[src/rtl/fpu_mon_pkg.sv]
// Shared types and constants for the FPU exception-flag monitor.
package fpu_mon_pkg;

  localparam int NUM_CHK = 7;

  typedef enum logic [2:0] {
    OP_ADD = 3'b000,
    OP_SUB = 3'b001,
    OP_MUL = 3'b010,
    OP_DIV = 3'b011
  } fpu_op_e;

  typedef enum logic [2:0] {
    CHK_DBZ      = 3'd0,
    CHK_SUB_ZERO = 3'd1,
    CHK_MUL_ZERO = 3'd2,
    CHK_INF_PROP = 3'd3,
    CHK_INVALID  = 3'd4,
    CHK_OVF_UNF  = 3'd5,
    CHK_NAN_IN   = 3'd6
  } chk_id_e;

  typedef struct packed {
    logic zero;
    logic inf;
    logic nan;
    logic sign;
  } fp_class_t;

endpackage

[src/rtl/fpu_operand_classify.sv]
// Combinational IEEE-754 operand classifier: zero / inf / nan / sign.
module fpu_operand_classify
  import fpu_mon_pkg::*;
#(
  parameter int EXP_W = 8,
  parameter int MAN_W = 23
) (
  input  logic [EXP_W+MAN_W:0] op,
  output fp_class_t            cls
);

  logic [EXP_W-1:0] exp_f;
  logic [MAN_W-1:0] man_f;
  logic             man_nz;
  logic             exp_max;

  assign exp_f   = op[MAN_W +: EXP_W];
  assign man_f   = op[MAN_W-1:0];
  assign man_nz  = |man_f;
  assign exp_max = &exp_f;

  // Sign is passed through; zero class covers both +0 and -0.
  always_comb begin
    cls.zero = (exp_f == '0) && !man_nz;
    cls.inf  = exp_max && !man_nz;
    cls.nan  = exp_max && man_nz;
    cls.sign = op[EXP_W+MAN_W];
  end

endmodule

[src/rtl/fpu_flag_monitor.sv]
// Delay-line checker of FPU exception flags against IEEE-754 special cases.
module fpu_flag_monitor
  import fpu_mon_pkg::*;
#(
  parameter int                 EXP_W   = 8,
  parameter int                 MAN_W   = 23,
  parameter int                 LATENCY = 4,
  parameter int                 CNT_W   = 16,
  parameter logic [NUM_CHK-1:0] CHK_EN  = 7'h7F
) (
  input  logic                     clk,
  input  logic                     rst_n,
  input  logic                     clr,
  input  logic                     mon_en,
  input  logic                     in_valid,
  input  logic [EXP_W+MAN_W:0]     opa,
  input  logic [EXP_W+MAN_W:0]     opb,
  input  logic [2:0]               fpu_op,
  input  logic                     inf,
  input  logic                     qnan,
  input  logic                     overflow,
  input  logic                     underflow,
  input  logic                     zero,
  input  logic                     div_by_zero,
  output logic [NUM_CHK-1:0]       err_vec,
  output logic                     err_any,
  output logic [NUM_CHK*CNT_W-1:0] viol_cnt,
  output logic [CNT_W-1:0]         chk_cnt,
  output logic                     first_valid,
  output logic [2:0]               first_id,
  output logic [EXP_W+MAN_W:0]     first_opa,
  output logic [EXP_W+MAN_W:0]     first_opb,
  output logic [2:0]               first_op
);

  localparam int W = 1 + EXP_W + MAN_W;

  // Out-of-range latency stops elaboration.
  if (LATENCY < 1 || LATENCY > 16) begin : g_bad_latency
    $error("fpu_flag_monitor: LATENCY must be 1..16");
  end

  logic [LATENCY-1:0]          vld_pipe_q, vld_pipe_d;
  logic [LATENCY-1:0][W-1:0]   opa_pipe_q, opa_pipe_d;
  logic [LATENCY-1:0][W-1:0]   opb_pipe_q, opb_pipe_d;
  logic [LATENCY-1:0][2:0]     op_pipe_q,  op_pipe_d;

  logic                        mat_vld;
  logic [W-1:0]                mat_opa, mat_opb;
  logic [2:0]                  mat_op;
  fp_class_t                   ca, cb;
  logic                        fin_a, fin_b;
  logic [NUM_CHK-1:0]          raw, viol;

  logic [NUM_CHK-1:0]              err_vec_q, err_vec_d;
  logic [NUM_CHK-1:0][CNT_W-1:0]   viol_cnt_q, viol_cnt_d;
  logic [CNT_W-1:0]                chk_cnt_q, chk_cnt_d;
  logic                            first_valid_q, first_valid_d;
  logic [2:0]                      first_id_q, first_id_d, low_id;
  logic [W-1:0]                    first_opa_q, first_opa_d;
  logic [W-1:0]                    first_opb_q, first_opb_d;
  logic [2:0]                      first_op_q, first_op_d;

  // Delay line: stage 0 takes the new issue (or a bubble), everything else shifts up.
  always_comb begin
    vld_pipe_d = vld_pipe_q;
    opa_pipe_d = opa_pipe_q;
    opb_pipe_d = opb_pipe_q;
    op_pipe_d  = op_pipe_q;
    for (int i = LATENCY - 1; i > 0; i--) begin
      vld_pipe_d[i] = vld_pipe_q[i-1];
      opa_pipe_d[i] = opa_pipe_q[i-1];
      opb_pipe_d[i] = opb_pipe_q[i-1];
      op_pipe_d[i]  = op_pipe_q[i-1];
    end
    vld_pipe_d[0] = in_valid & mon_en;
    opa_pipe_d[0] = opa;
    opb_pipe_d[0] = opb;
    op_pipe_d[0]  = fpu_op;
  end

  assign mat_vld = vld_pipe_q[LATENCY-1];
  assign mat_opa = opa_pipe_q[LATENCY-1];
  assign mat_opb = opb_pipe_q[LATENCY-1];
  assign mat_op  = op_pipe_q[LATENCY-1];

  fpu_operand_classify #(.EXP_W(EXP_W), .MAN_W(MAN_W)) u_cls_a (.op(mat_opa), .cls(ca));
  fpu_operand_classify #(.EXP_W(EXP_W), .MAN_W(MAN_W)) u_cls_b (.op(mat_opb), .cls(cb));

  assign fin_a = !ca.inf && !ca.nan;
  assign fin_b = !cb.inf && !cb.nan;

  // Special-case implications on the matured entry; ops 1xx fall through to check 5 only.
  always_comb begin
    raw = '0;
    raw[CHK_DBZ] = (mat_op == OP_DIV) && cb.zero && fin_a && !ca.zero
                   && !(div_by_zero && inf);
    raw[CHK_SUB_ZERO] = (mat_op == OP_SUB) && (mat_opa == mat_opb) && fin_a && fin_b
                        && !zero;
    raw[CHK_MUL_ZERO] = (mat_op == OP_MUL) && (ca.zero || cb.zero) && fin_a && fin_b
                        && !zero;
    raw[CHK_INF_PROP] = ((mat_op == OP_ADD) || (mat_op == OP_SUB))
                        && ((ca.inf && fin_b) || (cb.inf && fin_a)) && !inf;
    raw[CHK_INVALID]  = (((mat_op == OP_ADD) && ca.inf && cb.inf && (ca.sign != cb.sign))
                      || ((mat_op == OP_SUB) && ca.inf && cb.inf && (ca.sign == cb.sign))
                      || ((mat_op == OP_MUL) && ((ca.zero && cb.inf) || (ca.inf && cb.zero)))
                      || ((mat_op == OP_DIV) && ((ca.zero && cb.zero) || (ca.inf && cb.inf))))
                      && !qnan;
    raw[CHK_OVF_UNF]  = overflow && underflow;
    raw[CHK_NAN_IN]   = !mat_op[2] && (ca.nan || cb.nan) && !qnan;
  end

  assign viol = raw & CHK_EN & {NUM_CHK{mat_vld}};

  // Lowest violated id wins the first-failure capture.
  always_comb begin
    low_id = '0;
    for (int i = NUM_CHK - 1; i >= 0; i--) begin
      if (viol[i]) low_id = 3'(i);
    end
  end

  // Sticky flags, saturating counters and first capture; clr overrides a same-edge update.
  always_comb begin
    err_vec_d     = err_vec_q | viol;
    viol_cnt_d    = viol_cnt_q;
    chk_cnt_d     = chk_cnt_q;
    first_valid_d = first_valid_q;
    first_id_d    = first_id_q;
    first_opa_d   = first_opa_q;
    first_opb_d   = first_opb_q;
    first_op_d    = first_op_q;
    for (int i = 0; i < NUM_CHK; i++) begin
      if (viol[i] && !(&viol_cnt_q[i])) viol_cnt_d[i] = viol_cnt_q[i] + CNT_W'(1);
    end
    if (mat_vld && !(&chk_cnt_q)) chk_cnt_d = chk_cnt_q + CNT_W'(1);
    if (!first_valid_q && (|viol)) begin
      first_valid_d = 1'b1;
      first_id_d    = low_id;
      first_opa_d   = mat_opa;
      first_opb_d   = mat_opb;
      first_op_d    = mat_op;
    end
    if (clr) begin
      err_vec_d     = '0;
      viol_cnt_d    = '0;
      chk_cnt_d     = '0;
      first_valid_d = 1'b0;
      first_id_d    = '0;
      first_opa_d   = '0;
      first_opb_d   = '0;
      first_op_d    = '0;
    end
  end

  // State registers; reset also discards every in-flight entry.
  always_ff @(posedge clk or negedge rst_n) begin
    if (!rst_n) begin
      vld_pipe_q    <= '0;
      opa_pipe_q    <= '0;
      opb_pipe_q    <= '0;
      op_pipe_q     <= '0;
      err_vec_q     <= '0;
      viol_cnt_q    <= '0;
      chk_cnt_q     <= '0;
      first_valid_q <= 1'b0;
      first_id_q    <= '0;
      first_opa_q   <= '0;
      first_opb_q   <= '0;
      first_op_q    <= '0;
    end else begin
      vld_pipe_q    <= vld_pipe_d;
      opa_pipe_q    <= opa_pipe_d;
      opb_pipe_q    <= opb_pipe_d;
      op_pipe_q     <= op_pipe_d;
      err_vec_q     <= err_vec_d;
      viol_cnt_q    <= viol_cnt_d;
      chk_cnt_q     <= chk_cnt_d;
      first_valid_q <= first_valid_d;
      first_id_q    <= first_id_d;
      first_opa_q   <= first_opa_d;
      first_opb_q   <= first_opb_d;
      first_op_q    <= first_op_d;
    end
  end

  assign err_vec     = err_vec_q;
  assign err_any     = |err_vec_q;
  assign viol_cnt    = viol_cnt_q;
  assign chk_cnt     = chk_cnt_q;
  assign first_valid = first_valid_q;
  assign first_id    = first_id_q;
  assign first_opa   = first_opa_q;
  assign first_opb   = first_opb_q;
  assign first_op    = first_op_q;

endmodule
[config.mk]
export PLATFORM = sky130hd
export DESIGN_NAME = fpu_flag_monitor
export DESIGN_NICKNAME = d
export VERILOG_FILES = /design/src/rtl/fpu_mon_pkg.sv /design/src/rtl/fpu_operand_classify.sv /design/src/rtl/fpu_flag_monitor.sv
export SDC_FILE = /design/constraint.sdc
export NUM_CORES = 1
export LEC_CHECK = 0
export CELL_PAD_IN_SITES_DETAIL_PLACEMENT = 1
export CELL_PAD_IN_SITES_GLOBAL_PLACEMENT = 2
export CORE_MARGIN = 10
export CORE_UTILIZATION = 38
export DETAILED_ROUTE_END_ITERATION = 7
export PLACE_DENSITY_LB_ADDON = 0.1
export SLEW_MARGIN = 40
export SYNTH_ARGS = -nofsm -noshare
export SYNTH_HDL_FRONTEND = slang
export SYNTH_SLANG_ARGS = --single-unit
[constraint.sdc]
create_clock -name clk -period 6.11 [get_ports clk]
set_clock_uncertainty 0.05 [all_clocks]
set_input_delay 0.611 -clock clk [delete_from_list [all_inputs] [get_ports clk]]
set_output_delay 0.611 -clock clk [all_outputs]
set_load 0.05 [all_outputs]
==> impl_results.md <==
* Run status: finished clean
* Top cell type's share of synthesized area at 0.679
* Number of global-route vias before repair at ~13000
* Placed cell areas at 21100 µm²
* Pwr dens at approximately 300 nW/µm²
* Cell variety after synth at 51
* Fraction of the mapped netlist area in adder cells at 0.00569
* Critical path arrival at approximately 4200 ps
* Maximum vdd drop at approximately 0.22 mV
* Synth Instances at between 1000 and 1500
* Largest net degree at the start of global routing at between 150 and 200
* Critical Path Start Type: register
* Total gr overflow at 0
* Vias per cell at 5.06
* Asr flop ratio synth at 1.00
* I/O Pins at around 290
* Area contributors post-synth: dfrtp_1 (68%), xnor2_1 (4.8%), mux2i_1 (4.2%)
* Fillers at about 4700
* Most frequent cells after synthesis: dfrtp_1 (478), nand2_1 (191), nor2_1 (123), xnor2_1 (96), mux2i_1 (74)
* Hpwl dp at between 30000 and 40000 µm
* Mapped cell area at roughly 18000 µm²
* Worst-Skew Late Latency at 610 ps
* Layout Area Growth over Synthesis at 30.5%
* P_leak at 9.38 nW
* Syn avg cell area at 12.3 µm²
* H-tree level count at 2
* Gpl congestion at about 0.85
* First-pass GRT wire length at 78000 µm
* Number of vias in the routed layout at about 12000
* Synth warnings at 0
* Hold crit path type: reg2reg
* Compound-Gate Fraction of Synth Area at 0.0312
* Achievable Freq at between 200 and 300 MHz
* Final Cycle Share at 0.606
* Max Slew Vio Count at 0
* Worst-case clock buffer depth at 3
* Final WS setup at 2400 ps
* Cell Rows at just under 80
* Post-synthesis sequential area ratio at 0.679
* Max Cap Violations at 0
* Core Area at approximately 46000 µm²
* DRC Markers at 0
* CTS root buf: clkbuf_16
* Worst-path maximum fanout at 68
* Synth Area in Simple Gates at 0.159
* Worst-margin pin slew at between 700 and 800 ps
* Final hold vios at 0
* Synth area leader: dfrtp_1
* Finished layout cell area at about 23000 µm²
* Total Power Consumption at between 6 and 7 mW
* Worst Hold Margin at a little under 300 ps
* Clk sinks at 478
* Finished Core Util at 0.504
* Main synth FF type: dfrtp_1
* DR iter-0 viols at around 660
* Initial DRT Pass Iterations at 4
* Drt wl/cell at between 20 and 25 µm
* Pre-CTS setup slack at between 2000 and 2500 ps
* Required @ worst endpoint at about 6600 ps
* Yosys reg bits at roughly 480
* Post-synth EDFFs at 0
* Worst path cell trace: nor4_1 > nand4_1 > nor4_2 > o21ai_0 > and4_4 > a21oi_4 > buf_12 > mux2i_1
* Share of layout cells above drive strength 1 at 0.0638
* Syn nets at ~1500
* Gr usage total at 0.177
* Fin cells at 2373
* Final WL at 49700 µm
* Slew headroom at 0.472
* Fin Setup TNS at 0 ps
* Die area at 55300 µm²
* Placed Instances at 2276
* RSZ-0062 raised after global routing: no
* Min Clock Period, post-route at roughly 3700 ps
* Chip height at ~240 µm
* Port Buffers at roughly 280
* CP max-delay cell: nor4_2
* Final setup vio count at 0
* Nets@finish at approximately 1800
* CTS tree: yes
* Count leader, synth: dfrtp_1
* Multiplexer share of the synthesized area at 0.0427
* Worst path max stage delay at 670 ps
* Critical path class: reg2reg
* Reg clk slew, reported paths at around 60 ps
* Xor-xnor portion of the synthesized cell area at 0.0632
* Post-route ant nets at 0
* Critical path capture point type: register
* Die Wd at between 200 and 250 µm
* Post-CTS setup buffer count at 0
* Total CTS buffers at 51
* Initial core utilization at 0.386
* Combinational family with the most area after synthesis: simple AND/OR/NAND/NOR gates
* Initial antenna violation count at 3
[cells in the final DEF (no fill, tap or decap), types with 5 or more instances in the layout]
master,count
clkbuf_8,6
mux2i_1,74
o21a_1,6
nand4_1,48
or3_1,25
and3_1,11
dfrtp_1,478
or2_2,5
and4_1,14
nand2_1,191
nor2_1,123
nor4_1,43
a21oi_1,29
and2_1,10
clkbuf_1,8
bufinv_16,7
or4_1,8
o2111ai_1,6
clkdlybuf4s50_1,282
o21ai_0,27
ha_1,8
buf_4,5
xor2_1,31
clkinv_2,13
nor3_1,42
nand3_1,33
clkbuf_16,51
xnor2_1,96
inv_1,30
[power by group]
part / switching [mW] / internal, mW
sequential: 0.0652 / 3.27
clock: 1.31 / 1.92
combinational: 0.200 / 0.109
[cell families after synthesis]
| family | after synthesis |
|---|---|
| xor gates and xnor gates | 127 |
| buffers and inverters | 79 |
| adders and majority gates | 8 |
| DFF | 478 |
| and+or+nand+nor | 574 |
| muxes | 75 |
| AOI/OAI and AO/OA | 88 |
[critical path: cells and delay by family (launching register included)]
kind | cells | cell delay, ps
AOI/OAI and AO/OA | 2 | 430
buffers and inverters | 1 | 410
DFF | 1 | 420
muxes | 1 | 310
and+or+nand+nor | 4 | 1930
[layer usage]
metal,up-vias,GRT usage,wire (µm)
met1,6183,0.240,23000
met4,6,0.0519,1000
met5,-,0,37
met2,266,0.273,22800
met3,63,0.0464,2820
li1,5491,-,-
[path summary, 6_finish.rpt]
| kind | start | endpoint | slack [ps] | cells after the start |
|---|---|---|---|---|
| worst max-delay path | mat_opa[16]$_DFF_PN0_ | first_opa[18]$_DFFE_PN0P_ | 2400 | 8 |
| worst min-delay path | opa_pipe_d[103]$_DFF_PN0_ | mat_opa[7]$_DFF_PN0_ | 300 | 0 |
| worst max register to register | mat_opa[16]$_DFF_PN0_ | first_opa[18]$_DFFE_PN0P_ | 2400 | 8 |
| max in group asynchronous | rst_n | opa_pipe_d[69]$_DFF_PN0_ | 4150 | 4 |
| min in group asynchronous | rst_n | mat_opb[20]$_DFF_PN0_ | 560 | 2 |
| worst min register to register | opa_pipe_d[103]$_DFF_PN0_ | mat_opa[7]$_DFF_PN0_ | 300 | 0 |
[final cells by class]
cell class                      count  area [µm²]  share of cell area
Sequential cell                   478       12000               0.521
Clock inverter                     29         399              0.0174
Clock buffer                       65        1390              0.0604
Inverter                           31         119             0.00517
Multi-Input combinational cell    872        5320               0.232
Antenna cell                        1        2.50            0.000109
Tap cell                          600         751              0.0327
Timing Repair Buffer              297        3030               0.132
[what timing repair did]
item                                   CTS  global route
hold buffers                             1             0
gates resized for setup                  0             0
endpoints found under the hold margin   21             0
[flip-flops by register name (all words and copies together) (netlist names)]
signal,cells
chk_cnt,16
vld_pipe_q,4
mat_op,3
op_pipe_d,9
first_opb,32
viol_cnt,112
mat_opa,32
first_opa,32
err_vec,7
opb_pipe_d,96
first_id,3
opa_pipe_d,96
mat_opb,32
first_op,3
first_valid,1
No activity file was read; power rests on OpenSTA's default activity.
